--- src/rtl/cmp_pkg.sv ---
// Shared definitions for the pipelined magnitude comparator: result encoding
// and the stage-count helper.
package cmp_pkg;

    localparam logic [1:0] CMP_EQ = 2'b00;
    localparam logic [1:0] CMP_GT = 2'b01;
    localparam logic [1:0] CMP_LT = 2'b10;

    function automatic int num_stages(input int width, input int slice_w);
        return (slice_w > 0) ? (width / slice_w) : 1;
    endfunction

endpackage

--- src/rtl/cmp_slice.sv ---
// One slice of the magnitude compare; a decision already made upstream wins
// over the local slice compare.
module cmp_slice
    import cmp_pkg::*;
#(
    parameter int SLICE_W = 4
) (
    input  logic [SLICE_W-1:0] a,
    input  logic [SLICE_W-1:0] b,
    input  logic               gt_in,
    input  logic               lt_in,
    output logic               gt_out,
    output logic               lt_out
);

    // pass-through priority, otherwise resolve on this slice
    always_comb begin
        gt_out = 1'b0;
        lt_out = 1'b0;
        if (gt_in || lt_in) begin
            gt_out = gt_in;
            lt_out = lt_in;
        end else begin
            gt_out = (a > b);
            lt_out = (a < b);
        end
    end

endmodule

--- src/rtl/comparator_nbit_pipe.sv ---
// Pipelined N-bit magnitude comparator, MSB slice first, one slice per stage,
// valid/ready on both sides with a single global advance.
module comparator_nbit_pipe
    import cmp_pkg::*;
#(
    parameter int WIDTH   = 16,
    parameter int SLICE_W = 4
) (
    input  logic             clk,
    input  logic             rst,
    input  logic             in_valid,
    output logic             in_ready,
    input  logic [WIDTH-1:0] in_a,
    input  logic [WIDTH-1:0] in_b,
    input  logic             in_signed,
    output logic             out_valid,
    input  logic             out_ready,
    output logic             a_gt_b,
    output logic             a_lt_b,
    output logic             a_eq_b
);

    localparam int NUM_STAGES = num_stages(WIDTH, SLICE_W);

    if ((SLICE_W < 1) ? 1'b1 : ((WIDTH % SLICE_W) != 0)) begin : g_bad_params
        $error("comparator_nbit_pipe: WIDTH must be a positive multiple of SLICE_W");
    end

    logic             w_adv;
    logic [WIDTH-1:0] w_a_ob;
    logic [WIDTH-1:0] w_b_ob;
    logic             w_last_v;
    logic             w_last_gt;
    logic             w_last_lt;
    logic [1:0]       w_res;

    assign w_adv    = !out_valid || out_ready;
    assign in_ready = w_adv;

    // Offset-binary: flipping the sign bit makes signed order match unsigned order.
    assign w_a_ob = in_a ^ (WIDTH'(in_signed) << (WIDTH - 1));
    assign w_b_ob = in_b ^ (WIDTH'(in_signed) << (WIDTH - 1));

    for (genvar k = 0; k < NUM_STAGES; k++) begin : g_stage
        localparam int IN_W  = WIDTH - k * SLICE_W;
        localparam int REM_W = IN_W - SLICE_W;

        logic [IN_W-1:0] w_a_in;
        logic [IN_W-1:0] w_b_in;
        logic            w_v_in;
        logic            w_gt_in;
        logic            w_lt_in;
        logic            w_gt;
        logic            w_lt;
        logic            r_v;
        logic            r_gt;
        logic            r_lt;

        if (k == 0) begin : g_head
            assign w_a_in  = w_a_ob;
            assign w_b_in  = w_b_ob;
            assign w_v_in  = in_valid;
            assign w_gt_in = 1'b0;
            assign w_lt_in = 1'b0;
        end else begin : g_body
            assign w_a_in  = g_stage[k-1].g_op.r_a;
            assign w_b_in  = g_stage[k-1].g_op.r_b;
            assign w_v_in  = g_stage[k-1].r_v;
            assign w_gt_in = g_stage[k-1].r_gt;
            assign w_lt_in = g_stage[k-1].r_lt;
        end

        cmp_slice #(.SLICE_W(SLICE_W)) u_slice (
            .a      (w_a_in[IN_W-1 -: SLICE_W]),
            .b      (w_b_in[IN_W-1 -: SLICE_W]),
            .gt_in  (w_gt_in),
            .lt_in  (w_lt_in),
            .gt_out (w_gt),
            .lt_out (w_lt)
        );

        // stage valid and decision register
        always_ff @(posedge clk or posedge rst) begin
            if (rst) begin
                r_v  <= 1'b0;
                r_gt <= 1'b0;
                r_lt <= 1'b0;
            end else if (w_adv) begin
                r_v  <= w_v_in;
                r_gt <= w_gt;
                r_lt <= w_lt;
            end
        end

        // Only the not-yet-compared lower bits travel on to the next stage.
        if (REM_W > 0) begin : g_op
            logic [REM_W-1:0] r_a;
            logic [REM_W-1:0] r_b;

            // remaining operand bits
            always_ff @(posedge clk or posedge rst) begin
                if (rst) begin
                    r_a <= '0;
                    r_b <= '0;
                end else if (w_adv) begin
                    r_a <= w_a_in[REM_W-1:0];
                    r_b <= w_b_in[REM_W-1:0];
                end
            end
        end
    end

    assign w_last_v  = g_stage[NUM_STAGES-1].r_v;
    assign w_last_gt = g_stage[NUM_STAGES-1].r_gt;
    assign w_last_lt = g_stage[NUM_STAGES-1].r_lt;
    assign out_valid = w_last_v;

    // encode final decision
    always_comb begin
        w_res = CMP_EQ;
        case ({w_last_lt, w_last_gt})
            2'b01:   w_res = CMP_GT;
            2'b10:   w_res = CMP_LT;
            default: w_res = CMP_EQ;
        endcase
    end

    assign a_gt_b = w_last_v && (w_res == CMP_GT);
    assign a_lt_b = w_last_v && (w_res == CMP_LT);
    assign a_eq_b = w_last_v && (w_res == CMP_EQ);

endmodule

--- config.mk ---
export PLATFORM = sky130hd
export DESIGN_NAME = comparator_nbit_pipe
export DESIGN_NICKNAME = d
export VERILOG_FILES = /design/src/rtl/cmp_pkg.sv /design/src/rtl/cmp_slice.sv /design/src/rtl/comparator_nbit_pipe.sv
export SDC_FILE = /design/constraint.sdc
export NUM_CORES = 1
export LEC_CHECK = 0
export ABC_CLOCK_PERIOD_IN_PS = 2550
export CORE_ASPECT_RATIO = 1.4
export CORE_MARGIN = 4
export CORE_UTILIZATION = 40
export CTS_BUF_LIST = sky130_fd_sc_hd__clkbuf_8
export CTS_CLUSTER_DIAMETER = 120
export DETAILED_ROUTE_END_ITERATION = 10
export PLACE_DENSITY = 0.67
export SETUP_SLACK_MARGIN = 0.3
export SLEW_MARGIN = 30
export SYNTH_ARGS = -nofsm -noshare
export SYNTH_HDL_FRONTEND = slang
export SYNTH_SLANG_ARGS = --single-unit
export TNS_END_PERCENT = 1
--- constraint.sdc ---
create_clock -name clk -period 2.55 [get_ports clk]
set_clock_uncertainty 0.1 [all_clocks]
set_input_delay 0.6375 -clock clk [delete_from_list [all_inputs] [get_ports clk]]
set_output_delay 0.6375 -clock clk [all_outputs]
set_load 0.02 [all_outputs]
Word level (Yosys, flattened, before mapping):

Cells that the tools add are included.

* $add $sub $neg: 0
* multiply operators: 0
* div/mod/pow operators: 0
* magnitude comparators: 8
* equal/unequal tests: 4
* shift operators: 0
* mux-type cells: 7
* bitwise operators: 2
* reductions and logical operators: 9

Operators by type and width (count)
* 16-bit bitwise XOR: 2
* 4-bit > comparator: 4
* 4-bit less-than comparator: 4
* 1-bit 2-to-1 mux: 6
* 2-bit by 1-bit equality test with 1-bit output (second input constant): 2
* 2-bit equality test (second input constant): 2
* 1-bit logical OR: 4
* 2-bit one-hot mux with 2 select lines: 1
* 1-bit logical AND: 3
* 2-bit zero test: 1
* 1-bit zero test: 1

* flip-flop bits (word level): 60
* latch bits: 0
* RAM bits: 0
* ROM bits: 0
* word-level logic and storage cells: 48
* memories kept: 0

Depth between registers and ports, before layout:

Gate-level depths: netlist of the first run.

* word-level depth: 4
* mapped depth: 7

By module:

A second synthesis of the first run with hierarchy kept.

* cells, all modules: 199
* area, all modules: 3106.7 um2

Modules (own cells, without submodules)
* comparator_nbit_pipe: instances 1, cells an instance 139, area each 2603.7 um2, seq. area each 1501.4 um2
* cmp_slice (g_stage[0].u_slice ...): instances 3, cells an instance 15, area each 123.9 um2, seq. area each 0.0 um2
* cmp_slice (g_stage[2].u_slice): instances 1, cells an instance 15, area each 131.4 um2, seq. area each 0.0 um2

Least setup slack after synthesis of the first run:

Ideal clock, no wire load.

* kind: input to output
* start point: in out_ready
* end point: out in_ready
* arrival: 1.212 ns
* required time: 1.812 ns
* setup slack: 0.600 ns
* stages on the path: 4
* buffers on the path: 2
* cells stage by stage: and2b_1 -> buf_6 -> inv_4 -> buf_2

* word-level cells in the longest chain between the ends: 1

Ends and longest elaborated chain
* from (decl): line comparator_nbit_pipe.sv:17 `input logic out_ready,`
* 1-bit logical OR: line comparator_nbit_pipe.sv:37 `assign w_adv = !out_valid || out_ready;`
* to (decl): line comparator_nbit_pipe.sv:12 `output logic in_ready,`

Every way passes these cells.

Worst setup path after layout of the first run:

* start point: reg g_stage[3].r_lt
* end point: out a_gt_b

* word-level cells in the longest chain between the ends: 4
* elaborated cells between the ends (all ways): 5
* those cells by class: eq/ne: 3; mux: 1; reduce/logical: 1

Ends and longest elaborated chain
* from (decl): line comparator_nbit_pipe.sv:57 `logic r_lt;`
* from (signal assigned): line comparator_nbit_pipe.sv:91 `r_lt <= w_lt;`
* 2-bit equality test / 2-bit by 1-bit equality test with 1-bit output (equally long branches): line comparator_nbit_pipe.sv:121 `case ({w_last_lt, w_last_gt})`
* 2-bit one-hot mux with 2 select lines (*): line comparator_nbit_pipe.sv:121
* 2-bit by 1-bit equality test with 1-bit output (*): line comparator_nbit_pipe.sv:128 `assign a_gt_b = w_last_v && (w_res == CMP_GT);`
* 1-bit logical AND (*): line comparator_nbit_pipe.sv:128
* to (decl): line comparator_nbit_pipe.sv:18 `output logic a_gt_b,`

Every way passes the cells marked *; elsewhere a longest branch is shown, timed or not.

==> flow_metrics.tcl, run 1 <==
set metrics [dict create \
    status "finished clean" \
    required_ns 1.81 \
    synth_edf_count 0 \
    crit_path_max_fanout 2 \
    die_height_um 105.9 \
    worst_pin_slew_ns 0.6149 \
    hp-class "flip-flop to flip-flop" \
    drt_first_pass_iters 4 \
    yosys-top-cells-count "136 x nand2_1, 60 x dfrtp_1, 22 x inv_1" \
    rr_worst_depth 5 \
    vias 1980 \
    critPathKind "flip-flop to primary output" \
    routed_via_density 4.500 \
    finalCritPeriodShare_pct 92.18 \
    fmax_ghz 0.4254 \
    die_x_um 77.92 \
    slew_headroom_pct 59.01 \
    n_antenna_cell 0 \
    critPathCaptureType "primary output" \
    cts_max_level 3 \
    port_buffers 41 \
    combPwrFrac_pct 32.2 \
    synth.most_common_cell "nand2_1" \
    antenna_found_initial 0 \
    drtIter0Drc 134 \
    grt_use_total_pct 12.55 \
    period_needed_ns 2.351 \
    synth.cell_area_sq_um 2738 \
    clkPwrFrac_pct 25.8 \
    power_mw 3.570 \
    whs_path_depth 2 \
    switching_power_mw 1.191 \
    io_pins 42 \
    finalMaxSlewViolations 0 \
    max_cap_viol_count 0 \
    synthTopCellsByArea "dfrtp_1 55%, nand2_1 19%, ha_1 8.2%" \
    place_worst_setup_slack_ns -0.1846 \
    pwr-share-seq_pct 42.0 \
    grt_pass1_vias 1874 \
    synth-seq-area-share_pct 54.84 \
    clock-sinks 60 \
    cts_made_buffers 9 \
    rsz0062_at_grt "true" \
    final_cell_count_no_fill 440 \
    syn_to_final_growth_pct 24.95 \
    ys_async_sr_fraction_pct 100.0 \
    clkTransAtPathRegs_ns 0.07 \
    p_int_mw 2.379 \
    place.gp.congestion 0.7122 \
    grt_pass1_wl_um 8114 \
    p_sw_share_pct 33.37 \
    synth_nets 355 \
    synth_top_area_share_pct 54.84 \
    critPathArrivalTime_ns 1.61 \
    drt_wl_total_um 4758 \
    yosys_warnings 0 \
    root_buffer "clkbuf_8" \
    synth.distinct_cells 24 \
    hold_viol 0 \
    final_area_sq_um 3421 \
    clock_path_buffers 2 \
    cts_tree "done" \
    start_util_pct 41.40 \
    ys.flop_type "dfrtp_1" \
    overflow 0 \
    ant_nets 0 \
    power.density_nw_per_um2 1044 \
    avgSynthCellArea_sq_um 9.125 \
    critPathLaunchType "flip-flop" \
    grt_max_degree 69 \
    drc_errors 0 \
    timing.final.ws_setup_ns 0.1993 \
    drive_above_1_share_pct 6.609 \
    synth_cells 300 \
    leakage_nw 1.749 \
    die-area_sq_um 8251 \
    setup_viol_count_final 0 \
    clock_latency_ns 0.33 \
    hpwl_um 3220 \
    rows 35 \
    ir_worst_vdd_mv 0.4481 \
    routedWlPerCell_um 10.81 \
    nNetsFinal 398 \
    core_area_sq_um 6613 \
    place_inst 424 \
    synth-seq-cells 60 \
    yosysTopAreaCell "dfrtp_1" \
    placedInstanceArea_sq_um 3208 \
]
-- flip-flops by register name, summed over array words and instances, names as in the netlist --
| name | flops |
|---|---|
| g_stage.g_op.r_a | 24 |
| g_stage.g_op.r_b | 24 |
| g_stage.r_gt | 4 |
| g_stage.r_lt | 4 |
| g_stage.r_v | 3 |
| out_valid | 1 |
-- area by class of cell --
| type | instances | area, sq um |
|---|---|---|
| clock inverter | 6 | 78.83 |
| inverter | 23 | 88.84 |
| timing repair buffer | 45 | 449.2 |
| multi-input combinational | 204 | 1050 |
| tap | 92 | 115.1 |
| sequential | 60 | 1501 |
| fill | 628 | 3192 |
| clock buffer | 10 | 137.6 |
-- placed cells by master, fill, tap and decap left out, drive strengths merged, types with 2 or more instances in the layout --
master	count
and2	3
ha	18
bufinv	2
inv	24
o21a	3
nand2	136
o21ai	15
o31ai	2
nand2b	3
a211oi	3
clkdlybuf4s50	38
nor2	3
clkinv	3
buf	4
a41oi	4
a21oi	6
clkbuf	11
dfrtp	60
o22a	2
-- worst paths after layout --
check	from	end	slack, ns
max	g_stage[3].r_lt	a_gt_b	0.20
min	g_stage[0].g_op.r_a[1]	g_stage[1].g_op.r_a[1]	0.36
max reg2reg	out_valid	g_stage[1].r_lt	0.84
min reg2reg	g_stage[0].g_op.r_a[1]	g_stage[1].g_op.r_a[1]	0.36
max in group asynchronous	rst	g_stage[1].r_gt	1.31
min in group asynchronous	rst	g_stage[2].g_op.r_b[1]	0.51
-- repair_timing --
action,4_1_cts,5_1_grt
resized for setup,3,2
endpoints found under the hold margin,0,0
endpoints found under the setup margin,4,4
hold buffers,0,0
setup buffers,0,0
-- through the flow --
step	setup TNS [ns]	hold slack, ns	util, %
finish	0	0.3649	51.73
detailed placement	-0.1846	0.3516	48.51
CTS	0	0.3707	51.77
global placement	-0.1966	0.3423	48.51
global route	0	0.3821	51.73
floorplan	0	0.3300	-
-- metal layers --
layer / routed length, um / GRT usage [%] / up-vias
met2: 2350 / 21.38 / 42
met5: 0 / 0 / -
met3: 245 / 3.419 / 8
met1: 2058 / 14.09 / 897
li1: - / - / 1033
met4: 104 / 6.750 / 0
-- power by group through the flow --
stage	clock [mW]	combinational (mW)	sequential [mW]
floorplan	0	0.918	1.48
global placement	0	1.15	1.51
detailed placement	0	1.18	1.52
CTS	0.941	1.18	1.51
global route	0.984	1.35	1.55
finish	0.921	1.15	1.50
-- critical path: stages, from the launching register on --
cell and delay, ns:
dfrtp_1 0.38, inv_1 0.08, ha_1 0.13, and2_1 0.10
clkdlybuf4s50_1 0.59
-- cells by family after synthesis --
| kind of cell | Yosys count | synth area share (%) |
|---|---|---|
| flops | 60 | 54.84 |
| compound gates | 37 | 8.546 |
| buf+inv | 36 | 6.856 |
| simple gates | 147 | 20.89 |
| fa+ha+maj | 18 | 8.227 |
| xor+xnor | 2 | 0.6400 |
No activity file was read; power rests on OpenSTA's default activity.
==> run 2, diff against run 1 <==
--- a/config.mk
+++ b/config.mk
@@ -10,7 +10,7 @@
 export CORE_MARGIN = 4
 export CORE_UTILIZATION = 40
 export CTS_BUF_LIST = sky130_fd_sc_hd__clkbuf_8
-export CTS_CLUSTER_DIAMETER = 120
+export CTS_CLUSTER_DIAMETER = 80
 export DETAILED_ROUTE_END_ITERATION = 10
 export PLACE_DENSITY = 0.67
 export SETUP_SLACK_MARGIN = 0.3
==> results of run 2 <==
The final DEF is identical to that of run 1; final timing and power are the same.
==> run 3, diff against run 2 <==
--- a/config.mk
+++ b/config.mk
@@ -12,7 +12,7 @@
 export CTS_BUF_LIST = sky130_fd_sc_hd__clkbuf_8
 export CTS_CLUSTER_DIAMETER = 80
 export DETAILED_ROUTE_END_ITERATION = 10
-export PLACE_DENSITY = 0.67
+export PLACE_DENSITY = 0.73
 export SETUP_SLACK_MARGIN = 0.3
 export SLEW_MARGIN = 30
 export SYNTH_ARGS = -nofsm -noshare
==> flow_metrics.tcl, run 3 (same netlist as run 1, synthesis figures left out) <==
set metrics [dict create \
    drc_errors 0 \
    io_pins 42 \
    period_needed_ns 2.353 \
    reg_top3 "g_stage.g_op.r_a: 24 flops, g_stage.g_op.r_b: 24 flops" \
    status "finished clean" \
    die_x_um 77.92 \
    rsz0062_at_grt "true" \
    critPathSlowestCell "clkdlybuf4s50_1" \
    grt_pass1_vias 1964 \
    place_inst 424 \
    rr_worst_depth 5 \
    start_util_pct 41.40 \
    vias 2010 \
    fmax_ghz 0.4250 \
    routed_via_density 4.568 \
    critPathArrivalTime_ns 1.62 \
    nNetsFinal 398 \
    required_ns 1.81 \
    crit_path_max_fanout 2 \
    utilization_pct 51.71 \
    rows 35 \
    critPathKind "flip-flop to primary output" \
    ir_worst_vdd_mv 0.3778 \
    antenna_found_initial 0 \
    power_mw 3.517 \
    place_worst_setup_slack_ns -0.1811 \
    worst_pin_slew_ns 0.5964 \
    most-common-layout-cells "136 x nand2_1, 60 x dfrtp_1, 38 x clkdlybuf4s50_1" \
    drt_first_pass_iters 4 \
    leakage_nw 1.749 \
    clock-sinks 60 \
    cts_made_buffers 9 \
    crit_chain "inv_1 > ha_1 > and2_1 > clkdlybuf4s50_1" \
    cp.depth 4 \
    clkTransAtPathRegs_ns 0.06 \
    n_antenna_cell 0 \
    overflow 0 \
    grt_pass1_wl_um 8411 \
    drt_wl_total_um 4787 \
    die_height_um 105.9 \
    post_cts_buffers 0 \
    crit_buf_inv 2 \
    cts_resized 3 \
    final_common_cell "nand2_1" \
    drtIter0Drc 105 \
    grt_max_degree 69 \
    routedWlPerCell_um 10.88 \
    cts_tree "done" \
    final-seq-area_sq_um 1501 \
    place.gp.congestion 0.7432 \
    critPathCaptureType "primary output" \
    cp_top_family "buffers and inverters" \
    multi_input_area_sq_um 1050 \
    syn_to_final_growth_pct 24.91 \
    die-area_sq_um 8251 \
    fill_cells 620 \
    ant_nets 0 \
    root_buffer "clkbuf_8" \
    port_buffers 41 \
    clock_path_buffers 2 \
    critPathLaunchType "flip-flop" \
    max_cap_viol_count 0 \
    max_stage_delay_ns 0.59 \
    finalMaxSlewViolations 0 \
    finalCritPeriodShare_pct 92.27 \
    hpwl_um 3391 \
    cts_hold_buf 0 \
    power.density_nw_per_um2 1029 \
    clock_latency_ns 0.33 \
    setup_tns_ns 0 \
    setup_viol_count_final 0 \
    drive_above_1_share_pct 6.609 \
    whs_path_depth 2 \
    timing.final.ws_setup_ns 0.1972 \
    slew_headroom_pct 60.24 \
    core_area_sq_um 6613 \
    final_cell_count_no_fill 440 \
    grt_use_total_pct 12.86 \
    hold_viol 0 \
    hp-class "flip-flop to flip-flop" \
    cts_max_level 3 \
]
run 3: changes by cell type in the layout (fill, tap and decap cells not counted), sizes merged:
cell / change
bufinv: -1
clkbuf: +1
clkinv: -1
clkinvlp: +1
run 3: cell type report:
class                      count  area share (%)
sequential                    60           43.91
multi-input combinational    204           30.70
timing repair buffer          45           13.50
clock buffer                  11           4.427
tap                           92           3.366
inverter                      23           2.598
clock inverter                 5           1.500
run 3: path summary, 6_finish.rpt:
kind                                         from                     end  slack, ns
setup / recovery                  g_stage[3].r_gt                  a_lt_b       0.20
hold / removal             g_stage[0].g_op.r_a[4]  g_stage[0].g_op.r_a[4]       0.36
setup reg to reg                        out_valid         g_stage[2].r_lt       0.82
hold reg to reg            g_stage[0].g_op.r_a[4]  g_stage[0].g_op.r_a[4]       0.36
max in group asynchronous                     rst  g_stage[0].g_op.r_a[4]       1.30
min in group asynchronous                     rst  g_stage[0].g_op.r_a[0]       0.56
run 3: power breakdown:
| group | internal [mW] | leakage, nW | total (mW) | switching, mW |
|---|---|---|---|---|
| sequential | 1.32 | 0.720 | 1.50 | 0.184 |
| combinational | 0.504 | 0.922 | 1.17 | 0.669 |
| clock | 0.497 | 0.107 | 0.844 | 0.347 |
run 3: worst min-delay path: stages (launching register included):
cell and delay (ns):
dfrtp_1 0.34, nand2_1 0.05, nand2_1 0.05
run 3: metal layers:
metal	GRT usage, %	wire (um)
met4	7.125	128
met3	3.162	187
met1	13.95	2018
met5	0	0
met2	22.61	2453
run 3: metrics by stage:
stage	instance area, sq um	hold WS (ns)
detailed placement	3221	0.3497
global route	3420	0.3748
floorplan	2738	0.3300
finish	3420	0.3647
CTS	3422	0.3700
global placement	3221	0.3458
